--- config.mk ---
export PLATFORM = sky130hd
export DESIGN_NAME = mem_arbiter
export DESIGN_NICKNAME = d
export VERILOG_FILES = /design/src/rtl/mem_arbiter.sv
export SDC_FILE = /design/constraint.sdc
export NUM_CORES = 1
export LEC_CHECK = 0
export BUFFER_PORTS_ARGS = -buffer_cell sky130_fd_sc_hd__buf_2
export CORE_ASPECT_RATIO = 0.75
export CORE_MARGIN = 8
export CORE_UTILIZATION = 40
export CTS_BUF_LIST = sky130_fd_sc_hd__clkbuf_2
export DETAILED_ROUTE_END_ITERATION = 16
export GPL_TIMING_DRIVEN = 0
export HOLD_SLACK_MARGIN = 0.15
export PLACE_DENSITY = 0.81
export SYNTH_ARGS = -nofsm -noshare
export SYNTH_HDL_FRONTEND = slang
export SYNTH_SLANG_ARGS = --single-unit
--- constraint.sdc ---
create_clock -name clock -period 3.1 [get_ports clock]
set_clock_uncertainty 0.1 [all_clocks]
set_input_delay 0.465 -clock clock [delete_from_list [all_inputs] [get_ports clock]]
set_output_delay 0.465 -clock clock [all_outputs]
set_load 0.05 [all_outputs]
--- src/rtl/mem_arbiter.sv ---
// Round-robin arbiter between the instruction-fetch and load/store ports in front of
// the shared memory. It expands each burst code into per-word beats with an incrementing address.
module mem_arbiter #(
  parameter int DATA_WIDTH = 32,
  parameter int ADDR_WIDTH = 32
) (
  input  logic                  clock,
  input  logic                  reset,
  input  logic                  if_req,
  input  logic [ADDR_WIDTH-1:0] if_addr,
  input  logic [1:0]            if_size,
  output logic                  if_grant,
  output logic [DATA_WIDTH-1:0] if_rdata,
  output logic                  if_rvalid,
  output logic                  if_done,
  input  logic                  d_req,
  input  logic                  d_rw,
  input  logic [ADDR_WIDTH-1:0] d_addr,
  input  logic [1:0]            d_size,
  input  logic [DATA_WIDTH-1:0] d_wdata,
  output logic                  d_wready,
  output logic                  d_grant,
  output logic [DATA_WIDTH-1:0] d_rdata,
  output logic                  d_rvalid,
  output logic                  d_done,
  output logic [ADDR_WIDTH-1:0] mem_address,
  output logic [DATA_WIDTH-1:0] mem_data_in,
  output logic [1:0]            mem_access_size,
  output logic                  mem_rw,
  output logic                  mem_enable,
  input  logic                  mem_busy,
  input  logic [DATA_WIDTH-1:0] mem_data_out
);

  typedef enum logic [1:0] {S_IDLE, S_BURST, S_DRAIN} state_t;
  localparam logic OWN_IF = 1'b0;
  localparam logic OWN_D  = 1'b1;
  localparam logic [ADDR_WIDTH-1:0] WORD_MASK = {{(ADDR_WIDTH-2){1'b1}}, 2'b00};

  state_t                r_state, w_state_next;
  logic                  r_owner, r_last_grant, r_rw, r_rd_pend;
  logic [1:0]            r_size;
  logic [3:0]            r_beat;
  logic [ADDR_WIDTH-1:0] r_base;

  logic       w_grant_if, w_grant_d, w_accept, w_burst, w_drain;
  logic [3:0] w_last_idx;

  // Round-robin: a tie goes to whichever port was not granted last.
  always_comb begin
    w_grant_if = 1'b0;
    w_grant_d  = 1'b0;
    if (r_state == S_IDLE && !reset) begin
      if (if_req && d_req) begin
        if (r_last_grant == OWN_D) w_grant_if = 1'b1;
        else                       w_grant_d  = 1'b1;
      end else if (if_req) begin
        w_grant_if = 1'b1;
      end else if (d_req) begin
        w_grant_d = 1'b1;
      end
    end
  end

  always_comb begin
    w_last_idx = 4'd0;
    case (r_size)
      2'b00:   w_last_idx = 4'd0;
      2'b01:   w_last_idx = 4'd3;
      2'b10:   w_last_idx = 4'd7;
      default: w_last_idx = 4'd15;
    endcase
  end

  assign w_burst  = (r_state == S_BURST);
  assign w_drain  = (r_state == S_DRAIN);
  assign w_accept = w_burst && !mem_busy;

  always_comb begin
    w_state_next = r_state;
    case (r_state)
      S_IDLE:  if (w_grant_if || w_grant_d) w_state_next = S_BURST;
      S_BURST: if (w_accept && r_beat == w_last_idx) w_state_next = S_DRAIN;
      S_DRAIN: w_state_next = S_IDLE;
      default: w_state_next = S_IDLE;
    endcase
  end

  always_ff @(posedge clock) begin
    if (reset) begin
      r_state      <= S_IDLE;
      r_last_grant <= OWN_D;
      r_owner      <= OWN_IF;
      r_beat       <= 4'd0;
      r_base       <= '0;
      r_size       <= 2'b00;
      r_rw         <= 1'b0;
      r_rd_pend    <= 1'b0;
    end else begin
      r_state   <= w_state_next;
      r_rd_pend <= w_accept && r_rw;
      if (w_grant_if || w_grant_d) begin
        r_owner      <= w_grant_d ? OWN_D : OWN_IF;
        r_last_grant <= w_grant_d ? OWN_D : OWN_IF;
        r_base       <= (w_grant_d ? d_addr : if_addr) & WORD_MASK;
        r_size       <= w_grant_d ? d_size : if_size;
        r_rw         <= w_grant_d ? d_rw : 1'b1;
        r_beat       <= 4'd0;
      end else if (w_accept) begin
        r_beat <= r_beat + 4'd1;
      end
    end
  end

  assign if_grant        = w_grant_if;
  assign d_grant         = w_grant_d;
  assign mem_enable      = w_burst;
  assign mem_rw          = w_burst && r_rw;
  assign mem_access_size = w_burst ? r_size : 2'b00;
  // Address wraps naturally at 2^ADDR_WIDTH.
  assign mem_address     = w_burst ? (r_base + {{(ADDR_WIDTH-6){1'b0}}, r_beat, 2'b00}) : '0;
  assign mem_data_in     = (w_burst && !r_rw) ? d_wdata : '0;
  assign d_wready        = w_accept && !r_rw && (r_owner == OWN_D);

  // Read data arrives the cycle after the beat is accepted; the final one lines up with done.
  assign if_rvalid = r_rd_pend && (r_owner == OWN_IF);
  assign d_rvalid  = r_rd_pend && (r_owner == OWN_D);
  assign if_rdata  = if_rvalid ? mem_data_out : '0;
  assign d_rdata   = d_rvalid ? mem_data_out : '0;
  assign if_done   = w_drain && (r_owner == OWN_IF);
  assign d_done    = w_drain && (r_owner == OWN_D);

endmodule

=== Yosys cells after proc, flatten, opt, wreduce, memory -nomap -nowiden ===
Cells that the tools add are included.

* $add $sub $neg: 2
* Equality and inequality tests: 7
* Multiplexer cells: 22
* Bitwise operators: 1
* Reduce and logical (&&, ||, !) cells: 21

{| class="wikitable"
|+ Operator list
! kind !! number
|-
| two-way mux 32 bit || 5
|-
| adder 32 x 6 -> 32 bit || 1
|-
| logical AND 1 bit || 13
|-
| one-hot mux 4 bit (3 select lines) || 1
|-
| two-way mux 1 bit || 11
|-
| two-way mux 2 bit || 4
|-
| adder 4 x 1 -> 4 bit, second input constant || 1
|-
| == test 2 x 1 -> 1 bit, second input constant || 2
|-
| == test 2 bit, second input constant || 2
|-
| == test 4 bit || 1
|-
| zero test 2 bit || 2
|-
| != test 2 x 1 -> 1 bit, second input constant || 2
|-
| one-hot mux 2 bit (2 select lines) || 1
|-
| zero test 1 bit || 3
|-
| AND reduction 2 bit || 1
|-
| OR reduction 2 bit || 1
|-
| logical OR 1 bit || 1
|-
| inverter 1 bit || 1
|}

* Register bits after elaboration: 42
* Output and inout bits: 139

=== Depth between registers and ports, before layout ===
Gate-level depths: netlist (run 1).

* Depth after elaboration: 7
* Gate-level depth with buffers: 9
* Gate-level depth less buffers: 7

=== Worst setup path before layout (run 1) ===
No wires, ideal clock.

* Path kind: register to output
* Start: register r_beat[0]
* End: output mem_address[28]
* Data arrival time: 2.797 ns
* Required time: 2.535 ns
* Setup slack: -0.262 ns
* Cell stages (with the launch flop): 9
* Path through: dfxtp_1 ha_1 inv_1 fa_1 nand2b_1 a21o_1 buf_2 or4_1 a21oi_1

* Cells in the longest elaborated chain, start to end: 2

{| class="wikitable"
|+ Ends and longest elaborated chain
! what !! RTL line !! source
|-
| start: declaration || 43 || <nowiki>logic [3:0] r_beat;</nowiki>
|-
| start signal: assignment || 110 || <nowiki>r_beat <= r_beat + 4'd1;</nowiki>
|-
| adder 32 x 6 -> 32 bit || 121 || <nowiki>assign mem_address = w_burst ? (r_base + {{(ADDR_WIDTH-6){1'b0}}, r_beat, 2'b00}) : '0;</nowiki>
|-
| two-way mux 32 bit || 121 ||
|-
| end: declaration || 26 || <nowiki>output logic [ADDR_WIDTH-1:0] mem_address,</nowiki>
|}

Every way passes these cells.

=== Worst setup path after layout (run 1) ===
* Start: register r_base[2]
* End: output mem_address[20]

* Cells in the longest elaborated chain, start to end: 2

{| class="wikitable"
|+ Ends and longest elaborated chain
! what !! RTL line !! source
|-
| start: declaration || 44 || <nowiki>logic [ADDR_WIDTH-1:0] r_base;</nowiki>
|-
| start signal: assignment || 105 || <nowiki>r_base <= (w_grant_d ? d_addr : if_addr) & WORD_MASK;</nowiki>
|-
| adder 32 x 6 -> 32 bit || 121 ||
|-
| two-way mux 32 bit || 121 ||
|}

Every way passes these cells.

==> results of run 1 <==
cells by family (layout without fill, tap and decap cells):
family,after synthesis,after routing
muxes,35,35
AOI/OAI and AO/OA,95,95
DFF,42,42
other,1,2
adders and majority gates,6,6
and+or+nand+nor,226,226
buffers and inverters,52,336
xor gates and xnor gates,7,7
synthesized netlist by cell type, drive strengths merged (12+ instances only):
library cell / n / area (um^2)
and2: 72 / 452
nor2: 44 / 165
dfxtp: 42 / 841
and3: 36 / 225
a211oi: 35 / 263
mux2i: 35 / 350
a21oi: 25 / 125
clkbuf: 23 / 96.3
buf: 18 / 121
nand2: 17 / 66.3
o31ai: 14 / 105
or4: 12 / 90.1
area by class of cell:
| class | instances | area (um^2) |
|---|---|---|
| repair buffers | 276 | 1510 |
| well taps | 108 | 135 |
| clock inverters | 3 | 40.0 |
| clock buffers | 5 | 25.0 |
| fillers | 724 | 2980 |
| multi-input cells | 371 | 2700 |
| inverters | 11 | 41.3 |
| flip-flops and latches | 42 | 857 |
| plain buffers | 41 | 238 |
report_power, final:
| group | total [W] | switching, W | internal (W) |
|---|---|---|---|
| clock | 0.000335 | 0.000201 | 0.000134 |
| combinational | 0.000998 | 0.000674 | 0.000325 |
| sequential | 0.000691 | 0.0000900 | 0.000601 |
| total | 0.00202 | 0.000964 | 0.00106 |
worst reg2reg max path: cells and delay by family, from the launching register on:
kind	cells	cell delay (ns)
AOI/OAI and AO/OA	1	0.26
buffers and inverters	2	0.52
DFF	1	0.42
muxes	1	0.19
and+or+nand+nor	2	0.54
worst paths after layout:
kind / start / end / slack (ns) / depth (start not counted)
setup / recovery: r_base[2]$_SDFFE_PP0P_ / mem_address[20] / -0.16 / 9
setup reg to reg: r_state[1]$_SDFFE_PP0P_ / r_base[4]$_SDFFE_PP0P_ / 1.03 / 6
hold reg to reg: r_base[31]$_SDFFE_PP0P_ / r_base[31]$_SDFFE_PP0P_ / 0.44 / 2
hold / removal: d_rw / r_rw$_SDFFE_PP0P_ / 0.20 / 3
layout by cell type (no fill, tap or decap), types with 3 or more instances in the layout:
master and instances:
sky130_fd_sc_hd__nand2b_1 5, sky130_fd_sc_hd__dfxtp_1 35, sky130_fd_sc_hd__o31ai_4 4, sky130_fd_sc_hd__buf_4 21, sky130_fd_sc_hd__o31ai_1 6, sky130_fd_sc_hd__nand2_1 16, sky130_fd_sc_hd__buf_6 17, sky130_fd_sc_hd__or4_1 4
sky130_fd_sc_hd__xnor2_1 5, sky130_fd_sc_hd__inv_1 10, sky130_fd_sc_hd__ha_4 3, sky130_fd_sc_hd__and2_1 71, sky130_fd_sc_hd__nand4_1 4, sky130_fd_sc_hd__clkbuf_1 21, sky130_fd_sc_hd__a21oi_2 10, sky130_fd_sc_hd__o31ai_2 4
sky130_fd_sc_hd__dfxtp_2 4, sky130_fd_sc_hd__or4_4 8, sky130_fd_sc_hd__or3_1 5, sky130_fd_sc_hd__nor3b_1 4, sky130_fd_sc_hd__nor3_1 5, sky130_fd_sc_hd__o21ai_0 6, sky130_fd_sc_hd__buf_2 255, sky130_fd_sc_hd__nor2_1 44
sky130_fd_sc_hd__a21oi_4 4, sky130_fd_sc_hd__and3_1 36, sky130_fd_sc_hd__mux2i_1 35, sky130_fd_sc_hd__dfxtp_4 3, sky130_fd_sc_hd__clkbuf_2 5, sky130_fd_sc_hd__nand3_1 8, sky130_fd_sc_hd__a211oi_1 35, sky130_fd_sc_hd__a21oi_1 11
routing by layer:
metal | global-route usage | up-vias
li1 | - | 2232
met1 | 0.327 | 2229
met2 | 0.413 | 242
met3 | 0.0523 | 34
met4 | 0.0646 | 0
met5 | 0 | -
repair_timing:
action	4_1_cts	5_1_grt
pin swaps	7	9
endpoints found under the hold margin	1	0
setup buffers	2	4
hold buffers	1	0
gates resized for setup	64	34
endpoints found under the setup margin	25	23
state kept, by name (all words and copies together), names as in the netlist:
name and cells:
r_rd_pend 1, r_beat 4, r_state 2, r_base 30
r_owner 1, r_rw 1, r_last_grant 1, r_size 2
metrics by stage:
stage	power, W	instances	hold slack [ns]
after global placement	0.00160	842	0.393
final	0.00202	857	0.204
after global routing	0.00211	857	0.200
after CTS	0.00199	853	0.203
after floorplan	0.00132	465	0.382
after detailed placement	0.00163	842	0.405
==> summary by stage, run 1 <==
Outcome
The flow ran to the end, but the final reports show violations. The checks that failed: negative setup slack.

Finish
The number of diodes added for antenna fixing is 0. The area of all placed cells without fillers is 5550 um^2. Measured on the finished design, the core utilization comes to 0.650.

For this run, the post-layout net count is 892. The share of cells above drive strength 1 is 0.477. The growth of design area from synthesis to finish is 57.0%.

Routing
The detailed-route wire length is 17000 um. In the routed design, unresolved DRC markers number 0. The length of routed met3 wiring is 1280 um. The routed layout has 4737 vias. The number of iterations in the first detailed-routing pass is 5. The count of nets left with antenna violations once routing finished came out at 0.

The top layer reached by signal wires is met4. For this block, the initial DRC count from the detailed router was 331. Dividing the detail-routed wire length by the instance count gives 19.8 um.

The number of vias per cell after detailed routing is 5.53. The met1 routed wirelength after detailed routing is 7170 um. After detailed routing, the met2 layer carries 8170 um of wire.

Timing
Setup repair after global routing could not meet its margin everywhere. After layout, the minimum clock period comes to 3.26 ns. The final worst-path setup slack is -0.158 ns. For the pin with the worst max-slew slack, the measured transition is 0.712 ns. Dividing the final minimum period by the clock period gives 1.05. Headroom to the max-slew limit came out at 0.525.

For this run, the top clock speed supported by timing is 307 MHz. The final-layout setup total negative slack is -1.12 ns. Setup violations remaining at the end of the flow were counted as 9.

The hold violation count in the final report is 0. The final max-slew violation count is 0.

Power
The leakage power is 2.99 nW. The total power density per cell area is 365 nW/um^2. IR analysis of the VDD net gives a maximum drop of 0.291 mV.

Place
Summing all placed instances gives a cell area of 5050 um^2. Routability-driven placement finished with a final weighted congestion of 0.926. Timing analysis after detailed placement gives a worst setup slack of -0.166 ns.

The number of buffers inserted by port buffering is 269. The detailed-placement wirelength estimate is 13800 um.

GRT
The via count of the first global-routing pass was 4479. The first-pass GRT wire length is 25200 um. The largest net degree at the start of global routing is 14. The initial antenna violation count is 0.

For this run, the total global-route usage over all layers was measured as 0.252. After global routing the overflow that remains totals 0.

Floorplanning
The count of pins on the block boundary is 277. The initial utilization of the core area, before any placement, comes to 0.414. The overall die area is 12100 um^2. The die is 125 um wide.

After floorplanning, the core was divided into 29 placement rows. The die height is 97.4 um. After floorplanning, the core was sized to cover 8530 um^2.

Logic synthesis
Of the total synthesized cell area, the portion taken by XOR and XNOR cells is 0.0174. Of the total synthesized cell area, the portion taken by AND, OR, NAND and NOR gates is 0.370. Each instance of the synthesized netlist takes up on average 7.61 um^2.

The main combinational cell family by area after synthesis is simple AND/OR/NAND/NOR gates. The fraction of registers with async set or reset after synthesis is 0. Synthesis inferred 42 register bits. Counting distinct cell types in the post-synthesis netlist gives 48. In the synthesized netlist the dominant register cell turns out to be sky130_fd_sc_hd__dfxtp_1. The portion of synthesized area spent on multiplexers is 0.0992. The synthesized-area fraction occupied by ao, oa, aoi and oai cells is 0.177. Of the synthesized area, sequential elements account for 0.238. The total of warnings raised by yosys is 0. The arithmetic-cell share of the synthesized area counting full adders, half adders and majority gates is 0.0234.

The number of enable-type register cells in the synthesized netlist is 0. The post-synthesis cell count is 464. The synthesized netlist occupies a cell area of 3530 um^2.

Setup path
STA puts the critical path data required time at 2.53 ns. The most frequent cell on the critical path is sky130_fd_sc_hd__buf_6. Walking the worst path, the cells encountered are ha_4 -> inv_2 -> fa_2 -> nand2b_4 -> a21o_1 -> buf_6 -> or4_4 -> a21oi_2 -> buf_6. The data arrival time of the critical path is 2.69 ns.

The critical path's slowest cell is sky130_fd_sc_hd__or4_4. The total buffers and inverters traversed by the critical path is 3. The stage delay of the slowest cell on the critical path is 0.51 ns.

The largest driver fanout on the critical path is 9. The worst setup path is launched from a flip-flop. The worst setup path is captured at an output pin. The class of the most critical setup path is flip-flop to output pin. The cell family with the largest share of critical-path delay is simple AND/OR/NAND/NOR gates.

CTS
Counting the buffers created by CTS gives 5. The clock sink total is 42. The clock-pin transition on the worst setup and hold timing paths is 0.24 ns.

The clock tree synthesis step divided the H-tree into 2 levels. The worst-case clock buffer depth is 2. TritonCTS built the clock tree. The clock reaches the later pin of the worst-skew pair after 0.43 ns. The tree is rooted in a sky130_fd_sc_hd__clkbuf_2.

Flow run
The number of maximum-capacitance constraint violations is 0.

Worst hold path
The worst hold-check path type is input port to flip-flop.
Power figures use the tool's default switching activity.
==> run 2: changes to the inputs <==
==> constraint.sdc (replaced) <==
create_clock -name clock -period 3.1 [get_ports clock]
set_clock_uncertainty 0.1 [all_clocks]
set_input_delay 0.31 -clock clock [delete_from_list [all_inputs] [get_ports clock]]
set_output_delay 0.31 -clock clock [all_outputs]
set_load 0.05 [all_outputs]
==> run 2 against run 1 <==
The flow still finishes with violations (negative setup slack); clock-buffer cell count is 1 higher; first-iteration DRC count is 23% higher; sequential power is 2% lower; global-route usage is 0.46 points higher; clock power is 26% lower; hold slack worse by 0.071 ns; critical path type unchanged; largest power group unchanged; via count is 4.7% higher; setup slack better by 0.13 ns; critical path depth stayed put; sequential share of layout area is 0.74 points lower; combinational power hardly changed; power is 3.4% lower.
==> summary by stage, run 2 (same netlist as run 1, synthesis figures left out) <==
Finish
Leaving out fill and tap cells, the most frequent cell in the layout is sky130_fd_sc_hd__buf_2. The register with the most flip-flops in the final layout is r_base. In the final layout, the registers with the most flip-flops are r_base (30), r_beat (4). The filler cells instantiated in the layout total 694. The area of all placed cells without fillers is 5780 um^2. At the end of the flow, the number of nets in the layout was 937. Registers take 851 um^2.

Of the cells placed in the final design, the portion with a size suffix greater than 1 is 0.424. Summing all multi-input logic gate instances after layout gives 2560 um^2. From synthesis to final layout, the design area changed by 63.7%. In the layout the commonest cells are sky130_fd_sc_hd__buf_2 (263), sky130_fd_sc_hd__and2_1 (71), sky130_fd_sc_hd__dlygate4sd3_1 (48), sky130_fd_sc_hd__nor2_1 (44), sky130_fd_sc_hd__dfxtp_1 (38). The register with the most flip-flops in the layout has 30 of them.

Setup path
The worst path required time is 2.69 ns. The depth of the worst register-to-register path is 7. The critical path goes through ha_4 -> inv_2 -> fa_2 -> nand2b_4 -> a21o_4 -> buf_6 -> or4_4 -> a21oi_4 -> buf_6. The class of the most critical setup path is flip-flop to output pin. Along the worst path, the maximum fanout reaches 5. The cell family with the largest share of critical-path delay is simple AND/OR/NAND/NOR gates. The most frequent cell on the critical path is sky130_fd_sc_hd__buf_6. Data on the critical path arrives at its endpoint at 2.72 ns. The critical path's slowest cell is sky130_fd_sc_hd__or4_4. Counting buffers and inverters, the worst setup path is 9 cells deep. The stage delay of the slowest cell on the critical path is 0.50 ns. STA classifies the critical path endpoint as an output pin. Counting both buffers and inverters, the worst setup path holds a total of 3. STA classifies the critical path startpoint as a flip-flop.

CTS
TritonCTS built the clock tree. After clock tree synthesis, the clock-pin slew on the worst setup and hold paths is 0.23 ns. The H-tree level count is 2.

The cell chosen for the clock root is sky130_fd_sc_hd__clkbuf_2. The worst-case clock buffer depth is 2. The clock insertion delay at the later pin of the skew report is 0.42 ns. The clock sink total is 42. The number of buffers inserted during clock tree synthesis is 5.

Timing
The final max-slew violation count is 0. The number of setup violations in the final report is 4. On the final layout, the worst hold slack is 0.133 ns. Headroom to the max-slew limit came out at 0.596. For the pin with the worst max-slew slack, the measured transition is 0.606 ns. The achievable frequency is 320 MHz. After layout, the worst setup slack is -0.0268 ns. Setup repair after global routing could not meet its margin everywhere. The hold violation count in the final report came to 0. The minimum period implied by the final worst setup slack is 3.13 ns. Dividing the final minimum period by the clock period gives 1.01.

Place
After legalization and detailed placement, the total HPWL measured 13000 um. During placement, the flow inserted port buffers numbering 269. After detailed placement, the total cell area comes to 5040 um^2.

The final RePlAce weighted congestion is 0.858.

Outcome
The run finished, with violations left. The checks that failed: negative setup slack.

Power
The maximum VDD drop is 0.258 mV. The leakage power is 3.11 nW. The total power density per cell area is 338 nW/um^2. The sequential group share of total power is 0.347. The internal cell power is 0.00101 W. The combinational group share of total power is 0.527. The clock power share is 0.126. The analysis attributes to net switching a power of 0.000944 W. The fraction of power spent switching nets is 0.483.

Routing
After detailed routing, the number of vias per cell comes to 5.50. After detailed routing, the average wire length per cell comes to 18.7 um. The number of DRC markers after the initial detailed-route iteration is 407. The overall via count from detail_route is 4962.

The number of iterations in the first detailed-routing pass is 7. The routed design has 16900 um of wire. The remaining antenna violation count is 0.

For this run, design rule violations remaining after detail routing come to 0.

Floorplanning
Row generation in the floorplan step produced 29 rows. The floorplan step set the die width to 125 um. The initial utilization of the core area, before any placement, comes to 0.414. The count of pins on the block boundary is 277. The overall die area is 12100 um^2. The die height is 97.4 um. After floorplanning, the core was sized to cover 8530 um^2.

GRT
The first-pass GRT wire length is 26100 um. The overall fraction of global-route tracks in use is 0.256. The total grt overflow is 0.

The via count of the first global-routing pass is 4872. The initial antenna violation count is 1. Entering global routing, the biggest net connects 13 pins.

Worst hold path
The path class of the tightest hold or removal check is input port to flip-flop. Along the worst hold path, the cell count comes to 3.

Flow run
Across the run, the number of max-cap violations was 0.
-- run 2: changes by cell type in the layout (fill, tap and decap cells not counted), moves of 3 or more --
cell	delta
sky130_fd_sc_hd__a21oi_2	-4
sky130_fd_sc_hd__dfxtp_1	+3
sky130_fd_sc_hd__a21oi_4	-3
sky130_fd_sc_hd__o31ai_1	+4
sky130_fd_sc_hd__buf_2	+8
sky130_fd_sc_hd__clkbuf_4	+3
sky130_fd_sc_hd__dlygate4sd3_1	+47
sky130_fd_sc_hd__buf_4	-6
sky130_fd_sc_hd__a21oi_1	+7
sky130_fd_sc_hd__buf_6	-6
sky130_fd_sc_hd__o31ai_4	-4
-- run 2: through the flow --
stage	utilization	instances	TNS [ns]	power (W)	setup slack, ns
after floorplan	-	465	0	0.00132	0.0426
after global placement	0.591	842	0	0.00159	0.0227
after detailed placement	0.591	842	0	0.00161	0.00870
after CTS	0.667	900	-0.00512	0.00192	-0.00512
after global routing	0.678	903	-0.298	0.00204	-0.0873
final	0.678	903	-0.0569	0.00195	-0.0268
-- run 2: final timing paths --
| path | from | end | slack (ns) |
|---|---|---|---|
| worst max register to register | r_state[0]$_SDFFE_PP0P_ | r_base[4]$_SDFFE_PP0P_ | 0.58 |
| worst max-delay path | r_beat[0]$_SDFFE_PP0P_ | mem_address[16] | -0.03 |
| worst min-delay path | d_addr[19] | r_base[19]$_SDFFE_PP0P_ | 0.13 |
| worst min register to register | r_base[5]$_SDFFE_PP0P_ | r_base[5]$_SDFFE_PP0P_ | 0.44 |
-- run 2: routing by layer --
layer / GRT usage / vias up / share of wire
met1: 0.309 / 2309 / 0.39
met2: 0.450 / 291 / 0.49
met3: 0.0507 / 45 / 0.085
li1: - / 2317 / -
met4: 0.0748 / 0 / 0.032
met5: 0 / - / 0
-- run 2: final cells by class --
type,count,share of cell area
Clock inverter,2,0.00152
Buffer,41,0.0398
Timing Repair Buffer,321,0.332
Antenna cell,1,0.000433
Sequential cell,42,0.147
Tap cell,108,0.0234
Clock buffer,6,0.00519
Multi-Input combinational cell,371,0.444
Inverter,11,0.00714
-- run 2: timing repair --
item | CTS | global route
hold buffers | 47 | 1
pin swaps | 12 | 4
endpoints found under the hold margin | 27 | 1
setup buffers | 2 | 1
gates cloned | 1 | 0
resized for setup | 37 | 23
endpoints found under the setup margin | 13 | 23
-- run 2: power by group through the flow --
| stage | Sequential [W] | Combinational [W] | Clock [W] |
|---|---|---|---|
| after floorplan | 0.000661 | 0.000659 | 0 |
| after global routing | 0.000688 | 0.00110 | 0.000258 |
| final | 0.000678 | 0.00103 | 0.000247 |
| after global placement | 0.000679 | 0.000909 | 0 |
| after CTS | 0.000674 | 0.00100 | 0.000244 |
| after detailed placement | 0.000683 | 0.000931 | 0 |
-- run 2: worst min-delay path: stages --
cell                       delay, ns
sky130_fd_sc_hd__buf_2          0.11
sky130_fd_sc_hd__mux2i_1        0.12
sky130_fd_sc_hd__a211oi_1       0.09
